$ cat config.mk
export PLATFORM = sky130hd
export DESIGN_NAME = inst_buffer
export DESIGN_NICKNAME = d
export VERILOG_FILES = /design/src/rtl/inst_buffer.sv
export SDC_FILE = /design/constraint.sdc
export NUM_CORES = 1
export LEC_CHECK = 0
export ABC_AREA = 1
export CAP_MARGIN = 20
export CORE_MARGIN = 3
export CORE_UTILIZATION = 60
export DETAILED_ROUTE_END_ITERATION = 10
export GPL_TIMING_DRIVEN = 0
export PLACE_DENSITY = 0.79
export SKIP_LAST_GASP = 1
export SLEW_MARGIN = 20
export SYNTH_ARGS = -nofsm -noshare
export SYNTH_HDL_FRONTEND = slang
export SYNTH_SLANG_ARGS = --single-unit
$ cat constraint.sdc
create_clock -name clk -period 3.9 [get_ports clk]
set_input_delay 0.585 -clock clk [delete_from_list [all_inputs] [get_ports clk]]
set_output_delay 0.585 -clock clk [all_outputs]
set_load 0.02 [all_outputs]
$ cat src/rtl/inst_buffer.sv
// Instruction buffer: 64-bit fetch beats in, 32-bit opcodes out.
// Circular FIFO with early back-pressure to cover in-flight icache beats.
module inst_buffer #(
  parameter int DEPTH      = 16,
  parameter int SKID_PAIRS = 2
) (
  input  logic                     clk,
  input  logic                     reset,
  input  logic                     opcode_vld,
  input  logic [31:0]              opcode0,
  input  logic [31:0]              opcode1,
  output logic                     inst_buff_full,
  input  logic                     flush,
  output logic                     dec_vld,
  output logic [31:0]              dec_opcode,
  input  logic                     dec_rdy,
  output logic [$clog2(DEPTH):0]   occupancy,
  output logic                     overflow_err
);

  localparam int AW = $clog2(DEPTH);
  localparam int CW = AW + 1;
  localparam logic [CW-1:0] MAX_FILL = CW'(DEPTH - 2);
  localparam logic [CW-1:0] FULL_TH  = CW'(DEPTH - 2*SKID_PAIRS);

  logic [31:0]   mem [DEPTH];
  logic [AW-1:0] wr_ptr;
  logic [AW-1:0] rd_ptr;
  logic [CW-1:0] count;
  logic [CW-1:0] count_next;
  logic          push;
  logic          drop;
  logic          pop;

  // Room is judged on the registered count only; a same-cycle pop
  // never makes space for a push.
  assign push = opcode_vld && (count <= MAX_FILL);
  assign drop = opcode_vld && !push;
  assign pop  = dec_vld && dec_rdy;

  assign count_next = count
                    + (push ? CW'(2) : CW'(0))
                    - (pop  ? CW'(1) : CW'(0));

  assign dec_vld    = (count != '0);
  assign dec_opcode = mem[rd_ptr];
  assign occupancy  = count;

  always_ff @(posedge clk or negedge reset) begin
    if (!reset) begin
      wr_ptr         <= '0;
      rd_ptr         <= '0;
      count          <= '0;
      inst_buff_full <= 1'b0;
      overflow_err   <= 1'b0;
    end else if (flush) begin
      wr_ptr         <= '0;
      rd_ptr         <= '0;
      count          <= '0;
      inst_buff_full <= 1'b0;
    end else begin
      if (push) wr_ptr <= wr_ptr + AW'(2);
      if (pop)  rd_ptr <= rd_ptr + AW'(1);
      if (drop) overflow_err <= 1'b1;
      count          <= count_next;
      inst_buff_full <= (count_next >= FULL_TH);
    end
  end

  always_ff @(posedge clk) begin
    if (push && !flush) begin
      mem[wr_ptr]          <= opcode0;
      mem[wr_ptr + AW'(1)] <= opcode1;
    end
  end

endmodule

==> flow_summary.toml, run 1 <==
[yosys]
synth_seq_cells = 526
ys.flop_type = "edfxtp_1"
netlist_instances = 3158
ys_seq_area_share_pct = 57.9
synth_edf_count = 512
ys_warn_count = 0
synthesis.nets = 3238
async_flop_share_pct = 2.66
syn_area_um2 = 27100
synth_cell_types = 26
syn_area_per_cell_um2 = 8.60

[final_layout]
drive_gt1_share_pct = 8.26
layout_common_cells = "nand2_1, edfxtp_1, inv_1"
final_area_um2 = 30900
fill_cells = 3376
seq_area_um2 = 15700
area_growth_pct = 14.0
final-instance-count-excl-fill = 3944
mostFrequentLayoutCell = "nand2_1"
multi_input_area_um2 = 7670
finish.net_count = 3387
antenna_cells = 0

[floorplanning]
placeableCoreArea_um2 = 44400
initial_utilization_pct = 61.1
die_area_um2 = 47800
die_h_um = 219
dieWidth_um = 219
row_count = 77
io_pins = 109

[critical_path]
r2r_start = "occupancy[4]$_DFF_PN0_"
critPathLaunch = "rd_ptr[2]$_DFFE_PN0P_"
crit_arrival_ns = 3.31
cp_max_fo = 10
ff2ff_path_depth = 10
cp.required_ns = 3.31
start_kind = "flip-flop"
path_class = "reg -> out"
r2r_slack_ns = 0.81
endpoint_kind = "primary output"

[routing]
wl_per_cell_um = 22.7
drtIter0Drc = 3655
via_per_inst = 5.85
firstDrtPassIters = 7
wirelength_mm = 89.6
via_count = 23057
drc = 0
ant_nets = 0

[min_path]
hold_path_depth = 1
hold_class = "in -> reg"
min-delay-start = "opcode0[2]"

[outcome]
status = "finished clean"

[grt]
grt_pass1_vias = 22356
grt_pass1_wl_mm = 131
antenna_found_initial = 0
grt_max_degree = 20
overflow = 0
track_usage_pct = 37.5

[clock_network]
cts_tree = "built"
cts.sinks = 526
cts.reportedPaths.clkPinSlew_ns = 0.07
cts_hold_buf = 0
cts.htree.levels = 2
clockRootBuffer = "clkbuf_16"
cts_buffer_depth = 3
clk-insertion-delay-late_ns = 0.62
cts-buffers-inserted = 55

[power]
seqPwrFrac_pct = 38.6
p_switching_mw = 5.71
combinationalPowerShare_pct = 28.9
peakVddDrop_mv = 0.414
total_power_mw = 16.8
powerDensity_nw_per_um2 = 544
swShare_pct = 33.9
p_leak_nw = 13.8
clkPwrFrac_pct = 32.5
intPower_mw = 11.1

[timing]
hold_viol_final = 0
rsz0062_at_grt = "yes"
hold_slack_ns = 0.123
fmax_mhz = 257
fin_crit_ns = 3.89
tightest_slew_ns = 1.13
clock_skew_ns = 0.0108
slew_headroom_pct = 24.4
period_share_pct = 99.8
setup_viol = 0
drv_slew = 0

[placed_design]
portBuffers = 76
placed_area_um2 = 29100
dp.cells = 3842
gp_congestion = 0.967
hpwl_mm = 61.2

[run]
drv_cap = 0
==> layer usage <==
metal,up-vias,share of wire (%),global-route usage (%)
met3,386,15,10.6
met5,-,0,0
met2,1849,44,57.1
met4,0,6.9,23.3
li1,10219,-,-
met1,10603,34,47.6
==> repair_timing <==
action	in CTS	in global routing
setup endpoints to repair	25	31
buffers inserted	0	0
gates resized for setup	5	21
==> synth_stat cells, types with 4 or more instances <==
master,instances,area [µm²]
inv_2,6,22.5
nand4_2,7,87.6
xor2_1,4,35.0
ha_1,10,125
o21ai_2,30,263
nand3_1,399,2000
inv_1,450,1690
nor2_1,12,45.0
nand4_1,66,413
buf_1,17,63.8
o21ai_0,69,345
o21ai_1,96,480
buf_6,22,248
clkbuf_1,346,1300
buf_2,70,350
buf_4,10,75.1
nand2_1,1010,3790
edfxtp_1,512,15400
dfrtp_1,14,350
==> cells by family after synthesis <==
| logic type | share of synthesized area, % |
|---|---|
| simple gates | 23.5 |
| fa+ha+maj | 0.535 |
| compound gates | 4.07 |
| xor+xnor | 0.129 |
| buf+inv | 13.8 |
| flops | 57.9 |
==> worst paths after layout <==
check                                           endpoint
worst max register to register     mem[10][14]$_DFFE_PP_
worst min-delay path                 mem[8][2]$_DFFE_PP_
worst min register to register  overflow_err$_DFFE_PN0P_
worst max-delay path                      dec_opcode[27]
max in group asynchronous         occupancy[2]$_DFF_PN0_
min in group asynchronous          rd_ptr[2]$_DFFE_PN0P_
==> power by group through the flow <==
stage               combinational (mW)  sequential [mW]  clock (mW)
global placement                  4.49             6.62           0
CTS                               4.72             6.50        5.44
floorplan                         2.70             6.63           0
detailed placement                4.69             6.62           0
global route                      5.15             6.51        5.69
finish                            4.87             6.50        5.47
==> stage by stage <==
step	util, %	setup TNS [ns]	setup slack (ns)
detailed placement	65.5	0	0.413
finish	69.7	0	0.00666
floorplan	-	0	1.21
CTS	69.6	0	0.00437
global placement	64.5	-36.47	-0.305
global route	69.7	-0.0220	-0.0220
==> flip-flops by register name, indices dropped and copies added (netlist names) <==
signal and count:
wr_ptr 3, occupancy 5, inst_buff_full 1, overflow_err 1, rd_ptr 4, mem 512
==> area by class of cell <==
class | instances | area share, %
plain buffers | 465 | 6.65
clock buffers | 73 | 4.93
clock inverters | 29 | 1.06
inverters | 456 | 5.53
multi-input cells | 1711 | 24.8
flip-flops and latches | 526 | 50.8
well taps | 592 | 2.39
repair buffers | 92 | 3.81
==> critical path, stage by stage (launching register included) <==
cell,delay [ns]
dfrtp_1,0.39
buf_1,0.54
clkbuf_1,0.77
nand3_1,0.22
nand3_1,0.11
nand2_1,0.09
clkdlybuf4s50_1,0.55
(Power assumes the default switching activity.)
==> run 2: changes to the inputs <==
--- a/config.mk
+++ b/config.mk
@@ -13,7 +13,6 @@
 export GPL_TIMING_DRIVEN = 0
 export PLACE_DENSITY = 0.79
 export SKIP_LAST_GASP = 1
-export SLEW_MARGIN = 20
 export SYNTH_ARGS = -nofsm -noshare
 export SYNTH_HDL_FRONTEND = slang
 export SYNTH_SLANG_ARGS = --single-unit
==> run 2 against run 1 <==
- the flow now finishes with violations (negative setup slack)
- design area down 1.4%
- core utilization down 0.99 points
- first-iteration DRC count about the same
- sequential power about the same
- global-route usage down 0.23 points
- clock power down 9.3%
- power down 3.0%
- highest routed layer unchanged
==> flow_summary.toml, run 2 (synthesized netlist as in run 1, its figures left out) <==
[critical_path]
cp_num_buf_inv = 4
start_kind = "flip-flop"
path_class = "reg -> out"
r2r_start = "wr_ptr[2]$_DFFE_PN0N_"
endpoint_kind = "primary output"
crit_chain = "inv_1 -> clkbuf_1 -> clkbuf_1 -> nand3_1 -> nand3_1 -> nand2_1 -> clkdlybuf4s50_1"
cpPeakStageDelay_ns = 0.66
cp_slowest_cell = "clkbuf_1"
ff2ff_path_depth = 7
r2r_slack_ns = 0.76
cp.required_ns = 3.31
crit_arrival_ns = 3.34
cp_max_fo = 10
path_delay_family = "buffers and inverters"
r2r_end = "mem[1][14]$_DFFE_PP_"

[grt]
track_usage_pct = 37.3
grt_pass1_vias = 22336
met2_usage_pct = 55.8
grt-busiest-layer = "met2"
overflow = 0
grt_pass1_wl_mm = 131
grt_max_degree = 33
antenna_found_initial = 0
met3_usage_pct = 9.57
use_met1_pct = 48.6

[outcome]
violations = "negative setup slack"
status = "finished with violations"

[power]
powerDensity_nw_per_um2 = 536
p_leak_nw = 13.6
peakVddDrop_mv = 0.428

[floorplanning]
die_area_um2 = 47800
io_pins = 109
row_count = 77
placeableCoreArea_um2 = 44400
die_h_um = 219
dieWidth_um = 219
initial_utilization_pct = 61.1

[min_path]
hold_class = "in -> reg"
hold_end = "mem[0][4]$_DFFE_PP_"
hold_path_depth = 1
min-delay-start = "opcode0[4]"

[routing]
via_count = 22933
drc = 0
wirelength_mm = 88.7
via_per_inst = 5.83
firstDrtPassIters = 7
ant_nets = 0
drtIter0Drc = 3656
wl_per_cell_um = 22.6

[clock_network]
cts-buffers-inserted = 55
cts.sinks = 526
clk-insertion-delay-late_ns = 0.61
cts_tree = "built"
cts_hold_buf = 0
cts_buffer_depth = 3
cts.htree.levels = 2
clockRootBuffer = "clkbuf_16"
cts.reportedPaths.clkPinSlew_ns = 0.06

[final_layout]
area_growth_pct = 12.4
layout_common_cells = "nand2_1, edfxtp_1, inv_1"
largest_register = "mem"
drive_gt1_share_pct = 7.73
final_util_pct = 68.7
largest_reg_flops = 512
final-instance-count-excl-fill = 3931
finish.net_count = 3380
mostFrequentLayoutCell = "nand2_1"
fill_cells = 3435
antenna_cells = 0

[placed_design]
place_ws_ns = 0.407
gp_congestion = 0.967
portBuffers = 76
hpwl_mm = 60.1
dp.cells = 3835

[timing]
hold_slack_ns = 0.134
period_share_pct = 101
worst_slack_ns = -0.0227
slew_headroom_pct = 26.4
fin_crit_ns = 3.92
rsz0062_at_grt = "yes"
hold_viol_final = 0
tightest_slew_ns = 1.10
setup_viol = 3
fmax_mhz = 255
drv_slew = 0
clock_skew_ns = 0.0150

[run]
drv_cap = 0
run 2: changes by cell type in the layout (fill, tap and decap cells not counted), moves of 3 or more:
cell,delta
clkbuf_8,-4
bufinv_16,-5
buf_16,-8
clkbuf_1,+3
clkbuf_2,-3
run 2: repair_timing:
action	in CTS	in global routing
gates cloned	0	0
gates resized for setup	4	22
pin swaps	0	0
endpoints found under the setup margin	20	31
buffers inserted	0	0
run 2: layer usage:
layer  up-vias  wire length [µm]
met3       368             13100
met5         -                 0
met1     10548             30800
li1      10204                 -
met2      1813             38800
met4         0              6120
run 2: how the worst max path moves through the flow:
stage,from,end,slack [ns],cells after the start
detailed placement,flush,mem[11][16]$_DFFE_PP_,0.41,8
global placement,flush,mem[0][11]$_DFFE_PP_,-0.30,8
finish,rd_ptr[2]$_DFFE_PN0P_,dec_opcode[27],-0.02,7
global route,rd_ptr[2]$_DFFE_PN0P_,dec_opcode[10],-0.04,7
floorplan,occupancy[4]$_DFF_PN0_,inst_buff_full$_DFF_PN0_,1.21,15
CTS,rd_ptr[2]$_DFFE_PN0P_,dec_opcode[20],0.0008,7
run 2: cell type report:
class                           instances  area, µm²  share of cell area [%]
Inverter                              456       1710                    5.61
Sequential cell                       526      15700                    51.6
Multi-Input combinational cell       1711       7670                    25.2
Buffer                                465       2050                    6.73
Clock inverter                         29        209                   0.685
Timing Repair Buffer                   85        968                    3.17
Tap cell                              592        741                    2.43
Clock buffer                           67       1420                    4.66
run 2: through the flow:
stage,power (mW),cell area (µm²),setup TNS (ns)
after floorplan,9.33,27100,0
after global placement,11.1,28600,-36.47
after detailed placement,11.3,28900,0
after CTS,16.2,30500,0
after global routing,16.9,30500,-0.118
final,16.3,30500,-0.0340
run 2: report_power, final:
group | leakage (nW) | internal [mW] | switching [mW]
clock | 0.792 | 2.76 | 2.20
sequential | 4.80 | 6.42 | 0.0755
combinational | 7.96 | 1.47 | 3.41
total | 13.6 | 10.7 | 5.69
